$ cat src/rtl/uart_pkg.sv
// Shared definitions for the UART receive and transmit paths: FSM encodings,
// parity modes and the baud divider helper.
package uart_pkg;

  typedef enum logic [2:0] {
    StIdle   = 3'd0,
    StStart  = 3'd1,
    StData   = 3'd2,
    StParity = 3'd3,
    StStop   = 3'd4
  } uart_state_e;

  localparam logic ParityEven = 1'b0;
  localparam logic ParityOdd  = 1'b1;

  // System clocks per oversample tick, truncated.
  function automatic int unsigned baud_div(int unsigned clk, int unsigned baud,
                                           int unsigned os);
    return clk / (baud * os);
  endfunction

endpackage

$ cat src/rtl/uart_baud_tick.sv
// Oversample tick generator: one-cycle tick every DIV enabled clocks.
// Shared between the rx and tx sides of the UART.
module uart_baud_tick #(
  parameter int unsigned DIV = 651
) (
  input  logic sys_clk,
  input  logic reset,
  input  logic enable,
  input  logic clear,
  output logic tick
);

  localparam int unsigned CntW = (DIV > 1) ? $clog2(DIV) : 1;
  localparam logic [CntW-1:0] CntLast = CntW'(DIV - 1);

  logic [CntW-1:0] cnt_q, cnt_d;

  always_comb begin
    cnt_d = cnt_q;
    if (clear) begin
      cnt_d = '0;
    end else if (enable) begin
      cnt_d = (cnt_q == CntLast) ? '0 : cnt_q + 1'b1;
    end
  end

  always_ff @(posedge sys_clk or posedge reset) begin
    if (reset) begin
      cnt_q <= '0;
    end else begin
      cnt_q <= cnt_d;
    end
  end

  assign tick = enable && !clear && (cnt_q == CntLast);

endmodule

$ cat src/rtl/uart_rx_oversample.sv
// Oversampling UART receiver with 3-sample majority vote and a one-word output register.
// Define UART_PARITY_EN to add a parity bit after the data bits.
module uart_rx_oversample
  import uart_pkg::*;
#(
  parameter int unsigned SYS_CLK_FREQ = 200_000_000,
  parameter int unsigned BAUD_RATE    = 19200,
  parameter int unsigned FRAME_WIDTH  = 8,
  parameter int unsigned OVERSAMPLE   = 16,
  parameter int unsigned STOP_BITS    = 1,
  parameter int unsigned PARITY_ODD   = 0
) (
  input  logic                   sys_clk,
  input  logic                   reset,
  input  logic                   rx,
  output logic [FRAME_WIDTH-1:0] dout,
  output logic                   so,
  input  logic                   ro,
  output logic                   frame_err,
  output logic                   parity_err,
  output logic                   overrun
);

  localparam int unsigned Div   = baud_div(SYS_CLK_FREQ, BAUD_RATE, OVERSAMPLE);
  localparam int unsigned TickW = $clog2(OVERSAMPLE);
  localparam int unsigned BitW  = $clog2(FRAME_WIDTH);

  localparam logic [TickW-1:0] TickS0   = TickW'(OVERSAMPLE / 2 - 1);
  localparam logic [TickW-1:0] TickS1   = TickW'(OVERSAMPLE / 2);
  localparam logic [TickW-1:0] TickS2   = TickW'(OVERSAMPLE / 2 + 1);
  localparam logic [TickW-1:0] TickLast = TickW'(OVERSAMPLE - 1);
  localparam logic [BitW-1:0]  BitLast  = BitW'(FRAME_WIDTH - 1);
  localparam logic             StopLast = 1'(STOP_BITS - 1);

  if (FRAME_WIDTH < 5 || FRAME_WIDTH > 9 || OVERSAMPLE < 8 || (OVERSAMPLE % 2) != 0 ||
      STOP_BITS < 1 || STOP_BITS > 2 || PARITY_ODD > 1 || Div < 1) begin : g_param_check
    $error("uart_rx_oversample: illegal parameter set");
  end

  logic rx_meta_q, rx_sync_q;

  always_ff @(posedge sys_clk or posedge reset) begin
    if (reset) begin
      rx_meta_q <= 1'b1;
      rx_sync_q <= 1'b1;
    end else begin
      rx_meta_q <= rx;
      rx_sync_q <= rx_meta_q;
    end
  end

  uart_state_e state_q, state_d;
  logic tick;

  uart_baud_tick #(
    .DIV(Div)
  ) u_baud_tick (
    .sys_clk(sys_clk),
    .reset  (reset),
    .enable (state_q != StIdle),
    .clear  (state_q == StIdle),
    .tick   (tick)
  );

  logic [TickW-1:0]       tick_idx_q, tick_idx_d;
  logic                   s0_q, s1_q;
  logic [FRAME_WIDTH-1:0] shift_q, shift_d;
  logic [BitW-1:0]        bit_cnt_q, bit_cnt_d;
  logic                   stop_cnt_q, stop_cnt_d;
  logic                   ferr_q, ferr_d;
  logic                   wait_high_q, wait_high_d;
  logic                   vote, vote_now, bit_end;
  logic                   commit, commit_ferr, commit_perr;

  assign vote     = (s0_q & s1_q) | (s0_q & rx_sync_q) | (s1_q & rx_sync_q);
  assign vote_now = tick && (tick_idx_q == TickS2);
  assign bit_end  = tick && (tick_idx_q == TickLast);

  always_comb begin
    tick_idx_d = tick_idx_q;
    if (state_q == StIdle) begin
      tick_idx_d = '0;
    end else if (tick) begin
      tick_idx_d = (tick_idx_q == TickLast) ? '0 : tick_idx_q + 1'b1;
    end
  end

`ifdef UART_PARITY_EN
  localparam logic ParityMode = (PARITY_ODD != 0) ? ParityOdd : ParityEven;
  logic par_q, par_d;
  assign commit_perr = ((^shift_q) ^ par_q) != ParityMode;
`else
  assign commit_perr = 1'b0;
`endif

  always_comb begin
    state_d     = state_q;
    shift_d     = shift_q;
    bit_cnt_d   = bit_cnt_q;
    stop_cnt_d  = stop_cnt_q;
    ferr_d      = ferr_q;
    wait_high_d = wait_high_q;
    commit      = 1'b0;
    commit_ferr = ferr_q;
`ifdef UART_PARITY_EN
    par_d       = par_q;
`endif
    unique case (state_q)
      StIdle: begin
        if (rx_sync_q) wait_high_d = 1'b0;
        // After a break the line must return high before a new start is accepted.
        if (!rx_sync_q && !wait_high_q) begin
          state_d = StStart;
          ferr_d  = 1'b0;
        end
      end
      StStart: begin
        if (vote_now && vote) begin
          state_d = StIdle;
        end else if (bit_end) begin
          state_d   = StData;
          bit_cnt_d = '0;
        end
      end
      StData: begin
        if (vote_now) shift_d = {vote, shift_q[FRAME_WIDTH-1:1]};
        if (bit_end) begin
          if (bit_cnt_q == BitLast) begin
`ifdef UART_PARITY_EN
            state_d    = StParity;
`else
            state_d    = StStop;
            stop_cnt_d = 1'b0;
`endif
          end else begin
            bit_cnt_d = bit_cnt_q + 1'b1;
          end
        end
      end
`ifdef UART_PARITY_EN
      StParity: begin
        if (vote_now) par_d = vote;
        if (bit_end) begin
          state_d    = StStop;
          stop_cnt_d = 1'b0;
        end
      end
`endif
      StStop: begin
        if (vote_now) begin
          if (!vote) ferr_d = 1'b1;
          // Commit at mid-bit so a following start edge is never missed.
          if (stop_cnt_q == StopLast) begin
            commit      = 1'b1;
            commit_ferr = ferr_q | ~vote;
            wait_high_d = ferr_q | ~vote;
            state_d     = StIdle;
          end
        end else if (bit_end) begin
          stop_cnt_d = stop_cnt_q + 1'b1;
        end
      end
      default: state_d = StIdle;
    endcase
  end

  always_ff @(posedge sys_clk or posedge reset) begin
    if (reset) begin
      state_q     <= StIdle;
      tick_idx_q  <= '0;
      s0_q        <= 1'b1;
      s1_q        <= 1'b1;
      shift_q     <= '0;
      bit_cnt_q   <= '0;
      stop_cnt_q  <= 1'b0;
      ferr_q      <= 1'b0;
      wait_high_q <= 1'b0;
    end else begin
      state_q     <= state_d;
      tick_idx_q  <= tick_idx_d;
      if (tick && tick_idx_q == TickS0) s0_q <= rx_sync_q;
      if (tick && tick_idx_q == TickS1) s1_q <= rx_sync_q;
      shift_q     <= shift_d;
      bit_cnt_q   <= bit_cnt_d;
      stop_cnt_q  <= stop_cnt_d;
      ferr_q      <= ferr_d;
      wait_high_q <= wait_high_d;
    end
  end

`ifdef UART_PARITY_EN
  always_ff @(posedge sys_clk or posedge reset) begin
    if (reset) par_q <= 1'b0;
    else       par_q <= par_d;
  end
`endif

  logic [FRAME_WIDTH-1:0] dout_q, dout_d;
  logic so_q, so_d, fe_q, fe_d, pe_q, pe_d, overrun_q, overrun_d;

  always_comb begin
    dout_d    = dout_q;
    so_d      = so_q;
    fe_d      = fe_q;
    pe_d      = pe_q;
    overrun_d = 1'b0;
    if (commit) begin
      if (!so_q || ro) begin
        dout_d = shift_q;
        fe_d   = commit_ferr;
        pe_d   = commit_perr;
        so_d   = 1'b1;
      end else begin
        overrun_d = 1'b1;
      end
    end else if (so_q && ro) begin
      so_d = 1'b0;
    end
  end

  always_ff @(posedge sys_clk or posedge reset) begin
    if (reset) begin
      dout_q    <= '0;
      so_q      <= 1'b0;
      fe_q      <= 1'b0;
      pe_q      <= 1'b0;
      overrun_q <= 1'b0;
    end else begin
      dout_q    <= dout_d;
      so_q      <= so_d;
      fe_q      <= fe_d;
      pe_q      <= pe_d;
      overrun_q <= overrun_d;
    end
  end

  assign dout       = dout_q;
  assign so         = so_q;
  assign frame_err  = fe_q;
  assign parity_err = pe_q;
  assign overrun    = overrun_q;

endmodule

$ cat config.mk
export PLATFORM = sky130hd
export DESIGN_NAME = uart_rx_oversample
export DESIGN_NICKNAME = d
export VERILOG_FILES = /design/src/rtl/uart_pkg.sv /design/src/rtl/uart_baud_tick.sv /design/src/rtl/uart_rx_oversample.sv
export SDC_FILE = /design/constraint.sdc
export NUM_CORES = 1
export LEC_CHECK = 0
export ABC_AREA = 1
export BUFFER_PORTS_ARGS = -buffer_cell sky130_fd_sc_hd__clkbuf_2
export CORE_AREA = 2 2 69 71
export CTS_CLUSTER_DIAMETER = 120
export DETAILED_ROUTE_END_ITERATION = 12
export DIE_AREA = 0 0 71 73
export PLACE_DENSITY = 0.73
export SLEW_MARGIN = 5
export SYNTH_ARGS = -nofsm -noshare
export SYNTH_HDL_FRONTEND = slang
export SYNTH_HIERARCHICAL = 1
export SYNTH_SLANG_ARGS = --single-unit
$ cat constraint.sdc
create_clock -name sys_clk -period 2.2 [get_ports sys_clk]
set_input_delay 0.11 -clock sys_clk [delete_from_list [all_inputs] [get_ports sys_clk]]
set_output_delay 0.11 -clock sys_clk [all_outputs]
set_load 0.01 [all_outputs]
## Yosys cells after proc, flatten, opt, wreduce, memory -nomap -nowiden

Cells that the tools add are included.

| word-level totals | value |
|---|---|
| flip-flop bits (word level) | 46 |
| bits in latches | 0 |
| memory bits (writable) | 0 |
| ROM bits | 0 |
| input bits | 4 |
| output and inout bits | 12 |
| memories kept | 0 |

| operators by class | value |
|---|---|
| add/subtract/negate cells | 4 |
| $mul | 0 |
| div/mod/pow operators | 0 |
| magnitude comparators | 0 |
| equal/unequal tests | 23 |
| shifts and indexed selects | 0 |
| multiplexer cells | 43 |
| bitwise gates (word level) | 7 |
| reductions and logical operators | 30 |

Operator list:

| operator | number |
|---|---|
| $mux W3 | 11 |
| $mux W10 | 3 |
| $ne A2 B2 Y1 const B | 12 |
| $mux W1 | 21 |
| $eq A4 B4 Y1 const B | 3 |
| $mux W4 | 3 |
| $pmux W3 S4 | 1 |
| $reduce_bool A2 Y1 | 6 |
| $add A10 B1 Y10 const B | 1 |
| $eq A10 B10 Y1 const B | 1 |
| $reduce_and A5 Y1 | 2 |
| $logic_and A1 B1 Y1 | 9 |
| $reduce_and A4 Y1 | 2 |
| $eq A3 B3 Y1 const B | 2 |
| $pmux W1 S2 | 3 |
| $pmux W3 S2 | 1 |
| $reduce_and A2 Y1 | 3 |
| $reduce_and A6 Y1 | 1 |
| $add A4 B1 Y4 const B | 1 |
| $eq A4 B3 Y1 const B | 1 |
| $logic_not A1 Y1 | 4 |
| $add A3 B1 Y3 const B | 1 |
| $and A1 B1 Y1 | 3 |
| $eq A3 B1 Y1 const B | 1 |
| other kinds (9) | 11 |

## Longest topological paths before layout

| depth | value |
|---|---|
| word-level depth | 9 |
| gate-level depth with buffers | 14 |
| depth with buffers taken out | 13 |

## By module

The synthesis kept the hierarchy.

By module, submodules not included:

| module | instances | cells each | area an instance (sq um) |
|---|---|---|---|
| uart_rx_oversample | 1 | 190 | 1734.2 |
| uart_baud_tick | 1 | 80 | 600.6 |

## Least setup slack after synthesis

Ideal clock, no wire load.

| path | value |
|---|---|
| path kind | reg2reg |
| start point | register u_baud_tick.cnt_q[0] |
| end point | register dout_q[1], in the netlist dout[1] |
| setup time | 0.117 ns |
| arrival time | 2.060 ns |
| data required time | 2.083 ns |
| slack | 0.023 ns |
| cell stages (with the launch flop) | 15 |
| clock period less this slack | 2.177 ns |
| path through | dfrtp_1 inv_1 ha_1 nand2_1 nor2_1 nand4_2 nor3_1 inv_2 nor2_4 nand3_4 inv_2 nand2_4 buf_6 nand2_2 o21ai_2 |

| on the way | value |
|---|---|
| word-level cells in the longest chain between the ends | 6 |

RTL lines:

| what | RTL line | text |
|---|---|---|
| from (decl) | uart_baud_tick.sv:16 | `logic [CntW-1:0] cnt_q, cnt_d;` |
| from (signal assigned) | uart_baud_tick.sv:31 | `cnt_q <= cnt_d;` |
| $eq A10 B10 Y1 | uart_baud_tick.sv:35 | `assign tick = enable && !clear && (cnt_q == CntLast);` |
| $logic_and A1 B1 Y1 | uart_baud_tick.sv:35 |  |
| net tick | uart_rx_oversample.sv:53 | `logic tick;` |
| $logic_and A1 B1 Y1 | uart_rx_oversample.sv:76 | `assign vote_now = tick && (tick_idx_q == TickS2);` |
| $mux W1 | uart_rx_oversample.sv:150 | `if (vote_now) begin` |
| $mux W1 | uart_rx_oversample.sv:108 | `unique case (state_q)` |
| $reduce_and A2 Y1 (no line) | - |  |
| to (signal assigned) | uart_rx_oversample.sv:229 | `dout_q <= dout_d;` |
| to (decl) | uart_rx_oversample.sv:198 | `logic [FRAME_WIDTH-1:0] dout_q, dout_d;` |

The timed path passes the listed nets, and every way through them passes these cells.
A chain may end at the register's enable or synchronous reset.

## Worst setup path after layout

| path | value |
|---|---|
| start point | register u_baud_tick.cnt_q[0] |
| end point | register shift_q[7] |

| on the way | value |
|---|---|
| word-level cells in the longest chain between the ends | 4 |

RTL lines:

| what | RTL line | text |
|---|---|---|
| $eq A10 B10 Y1 | uart_baud_tick.sv:35 |  |
| $logic_and A1 B1 Y1 | uart_baud_tick.sv:35 |  |
| net tick | uart_rx_oversample.sv:53 |  |
| $logic_and A1 B1 Y1 | uart_rx_oversample.sv:76 |  |
| $reduce_and A2 Y1 (no line) | - |  |
| to (signal assigned) | uart_rx_oversample.sv:183 | `shift_q <= shift_d;` |
| to (decl) | uart_rx_oversample.sv:67 | `logic [FRAME_WIDTH-1:0] shift_q, shift_d;` |

The timed path passes the listed nets, and every way through them passes these cells.

==> metrics list <==
- Across all hold checks on the routed design, the worst slack comes to approximately 0.23 ns.
- The multi-input combinational cells in the finished layout cover a total of roughly 1000 sq um.
- Placed Instances: about 340
- IR analysis of the VDD net gives a maximum drop of 280 uV.
* Total Routed Length: 3.91 mm
- The min-delay analysis places its worst path in the category in2reg.
- For the final database, setup skew stands at 0.00677 ns.
* Vias in the first global route: 1611
* Async set-reset flop share out of synthesis: 100%
- A synthesized cell averages 8.65 sq um.
- Type of destination of the critical path: flop
- GRT Total Usage: 16.6%
* Sum of negative setup slack: 0 ns
- Counting every net in the synthesized netlist gives 281.
- Register bit count reported by yosys: 46
- Summing the areas of all and, or, nand and nor instances in the mapped netlist gives roughly a quarter of the synthesized area.
- The worst register-to-register path has a depth of 10.
- DRC violations left: 0
* Number of clock sinks seen by CTS: 46
- EDFF count, synth: 0
- Arithmetic-cell share of the synthesized area counting full adders, half adders and majority gates: about 3.8%
- In this run the remaining antenna-violating nets after routing total 0.
- Number of cells produced by synthesis: 270
- The H-tree generated during clock tree synthesis spans 2 levels.
- Cell chosen for the clock root: sky130_fd_sc_hd__clkbuf_8
- For the worst setup path, the data required time is 2.39 ns.
- Final instance area: approximately 0.0026 sq mm
- In the layout the commonest cells are 56 x sky130_fd_sc_hd__nand2_1, 42 x sky130_fd_sc_hd__dfrtp_1, 38 x sky130_fd_sc_hd__inv_1.
- After floorplanning, the core was sized to cover 0.00454 sq mm.
- The die is 71 um wide.
- Cell area after synthesis: roughly 0.0023 sq mm
- CTS tree: done
- Number of nets in the layout: roughly 310
- For this run the aggregate overflow at the end of global routing stands at 0.
* Number of placed I/O pins: 16
- Synth warnings: 6
- Share of cell area taken by muxes after synthesis: 0.482%
- Summing the areas of all compound-gate instances in the mapped netlist gives roughly an eighth of the synthesized area.
- Clock-pin slew was measured on the worst setup and hold paths at 0.08 ns.
- At the end of routability-driven placement, the weighted congestion stood at 0.900.
- Sequential share of the synthesized area: 49.5%
- Run status: complete, no violations
* Vias per inst: 4.99
- The first detailed-routing pass took 4 iterations.
- The worst hold path was traced through 4 stages.
- The first global-routing pass estimated 6.73 mm of wire.
* Area delta synth->final: 12.1%
* Count of antenna diodes in the layout: 0
* Power per unit of standard cell area: about 530 mW/mm^2
* Maximum number of pins on one net before global-route repair: 37
- The die covers 0.00518 sq mm.
- Dividing the detail-routed wire length by the instance count gives 11.2 um.
- Number of vias after detailed routing: 1745
- The analysis attributes to cell leakage a power of around 1.3 nW.
- The initial antenna violation count is 0.
* DRT iter0 DRCs: about 130
* Number of maximum-capacitance constraint violations: 0
- After synthesis, the netlist uses 35 different library cells.
- For the worst-skew pair, the clock arrives at the later sink with an insertion delay of 0.30 ns.
- The floorplan has 25 rows.
- Of the total synthesized cell area, the portion taken by XOR and XNOR cells is 1.50%.
- In this run the cell area measured after placement is 0.00248 sq mm.
- Initial core utilization: 51.5%
* Num CTS Buffers: 5
- Final cycle utilization of the critical path: between 90% and 100%
- After synthesis, the largest family of logic cells by area is simple AND/OR/NAND/NOR gates.
- The wire-length estimate of the detail-placed layout is 2.79 mm.
* Commonest non-fill, non-tap cell in the layout: sky130_fd_sc_hd__nand2_1
- By startpoint and endpoint, the worst setup path is classified as reg2reg.
- After layout, the minimum clock period comes to 2.02 ns.
- Startpoint kind of the worst setup timing path: flop
* Final Hold Fails: 0
- Highest net fanout along the worst path: 6
* Layout cell share with drive strength beyond 1: approximately 22%
- Non-filler instance count after layout: between 300 and 400
- Max Transition Viols Final: 0
* WP data arrival: 2.21 ns
- Setup repair after global routing left no endpoint under its margin.
- Final-layout fill cell count: 391
- Based on the critical path, the design can be clocked at up to 495 MHz.
- Port buffering added 14 buffers.
* Top_reg_cell synth: sky130_fd_sc_hd__dfrtp_1
- The floorplan step set the die height to 73 um.
- Area occupied by registers: 0.00116 sq mm
- Final-report setup violation count: 0
- Counting along the longest clock path gives a buffer depth of 2.
[path summary, 6_finish.rpt]
path | slack [ns] | start | to
setup / recovery | 0.18 | u_baud_tick/cnt_q[0] | shift_q[7]
min in group asynchronous | 0.33 | reset | u_baud_tick/cnt_q[6]
hold / removal | 0.23 | ro | overrun
hold reg to reg | 0.36 | rx_meta_q | rx_sync_q
setup reg to reg | 0.18 | u_baud_tick/cnt_q[0] | shift_q[7]
max in group asynchronous | 1.40 | reset | s0_q
[metrics by stage]
stage / total power, W / util [%] / setup WS (ns)
floorplan: 0.000882 / - / 0.0231
global placement: 0.000890 / 54.6 / 0.131
detailed placement: 0.000890 / 54.6 / 0.114
CTS: 0.00140 / 57.0 / 0.0918
global route: 0.00143 / 57.7 / 0.00789
finish: 0.00138 / 57.7 / 0.180
[per-layer routing]
| layer | part of all wire, % | GRT usage, % |
|---|---|---|
| met2 | 48 | 28.6 |
| met3 | 3.0 | 4.83 |
| met5 | 0 | 0 |
| met4 | 1.7 | 6.50 |
| met1 | 47 | 19.7 |
[synth_stat cells (2+ instances only)]
library cell | count | area (sq um)
sky130_fd_sc_hd__buf_4 | 2 | 15.0
sky130_fd_sc_hd__nor2_1 | 17 | 63.8
sky130_fd_sc_hd__dfrtp_1 | 42 | 1050
sky130_fd_sc_hd__nand2_1 | 56 | 210
sky130_fd_sc_hd__o21ai_2 | 8 | 70.1
sky130_fd_sc_hd__inv_1 | 39 | 146
sky130_fd_sc_hd__a31oi_1 | 2 | 12.5
sky130_fd_sc_hd__nor2_4 | 2 | 22.5
sky130_fd_sc_hd__nand3_1 | 18 | 90.1
sky130_fd_sc_hd__dfstp_2 | 4 | 105
sky130_fd_sc_hd__nand3_2 | 2 | 20.0
sky130_fd_sc_hd__a21oi_1 | 7 | 35.0
sky130_fd_sc_hd__xor2_1 | 3 | 26.3
sky130_fd_sc_hd__nor3_1 | 3 | 15.0
sky130_fd_sc_hd__o21ai_0 | 23 | 115
sky130_fd_sc_hd__nand4_1 | 4 | 25.0
sky130_fd_sc_hd__o22ai_1 | 4 | 25.0
sky130_fd_sc_hd__ha_1 | 7 | 87.6
sky130_fd_sc_hd__inv_2 | 4 | 15.0
sky130_fd_sc_hd__nand2_2 | 4 | 25.0
sky130_fd_sc_hd__nor2_2 | 5 | 31.3
[sequential cells by signal, indices dropped and copies added (netlist names)]
name,flops
wait_high_q,1
ferr_q,1
stop_cnt_q,1
shift_q,8
overrun,1
bit_cnt_q,3
so,1
s0_q,1
state_q,3
dout,8
frame_err,1
rx_sync_q,1
tick_idx_q,4
u_baud_tick/cnt_q,10
s1_q,1
rx_meta_q,1
[repair_timing]
action	4_1_cts	5_1_grt
hold buffers	2	0
setup endpoints to repair	0	18
resized for setup	0	6
hold endpoints to repair	43	0
buffers inserted	0	1
[worst max-delay path, stage by stage, from the launching register on]
cell and delay (ns):
sky130_fd_sc_hd__dfrtp_1 0.43, sky130_fd_sc_hd__inv_2 0.08, sky130_fd_sc_hd__ha_1 0.14, sky130_fd_sc_hd__nand2_1 0.04, sky130_fd_sc_hd__nor2_1 0.10, sky130_fd_sc_hd__nand4_2 0.15
sky130_fd_sc_hd__nor3_2 0.13, sky130_fd_sc_hd__buf_4 0.16, sky130_fd_sc_hd__nand4_1 0.15, sky130_fd_sc_hd__nor2_2 0.18, sky130_fd_sc_hd__mux2_2 0.35
[area by class of cell]
type                       instances  share of cell area (%)
multi-input combinational        176                    38.1
clock inverter                     2                   0.526
inverter                          44                    6.50
timing repair buffer              22                    5.31
tap                               54                    2.58
sequential                        46                    44.2
clock buffer                       6                    2.77
[report_power, final]
group / total [W] / switching [W] / leakage (nW) / internal [W]
clock: 0.000504 / 0.000280 / 0.0452 / 0.000224
sequential: 0.000849 / 0.000000981 / 0.614 / 0.000848
combinational: 0.0000255 / 0.0000195 / 0.629 / 0.00000606
total: 0.00138 / 0.000301 / 1.29 / 0.00108
[kinds of logic (layout without fill, tap and decap cells)]
group,after synthesis,count (layout)
and+or+nand+nor,114,114
AOI/OAI and AO/OA,49,49
buffers and inverters,48,74
DFF,46,46
adders and majority gates,7,7
xor gates and xnor gates,4,4
other,1,1
muxes,1,1
Power figures use the tool's default switching activity.
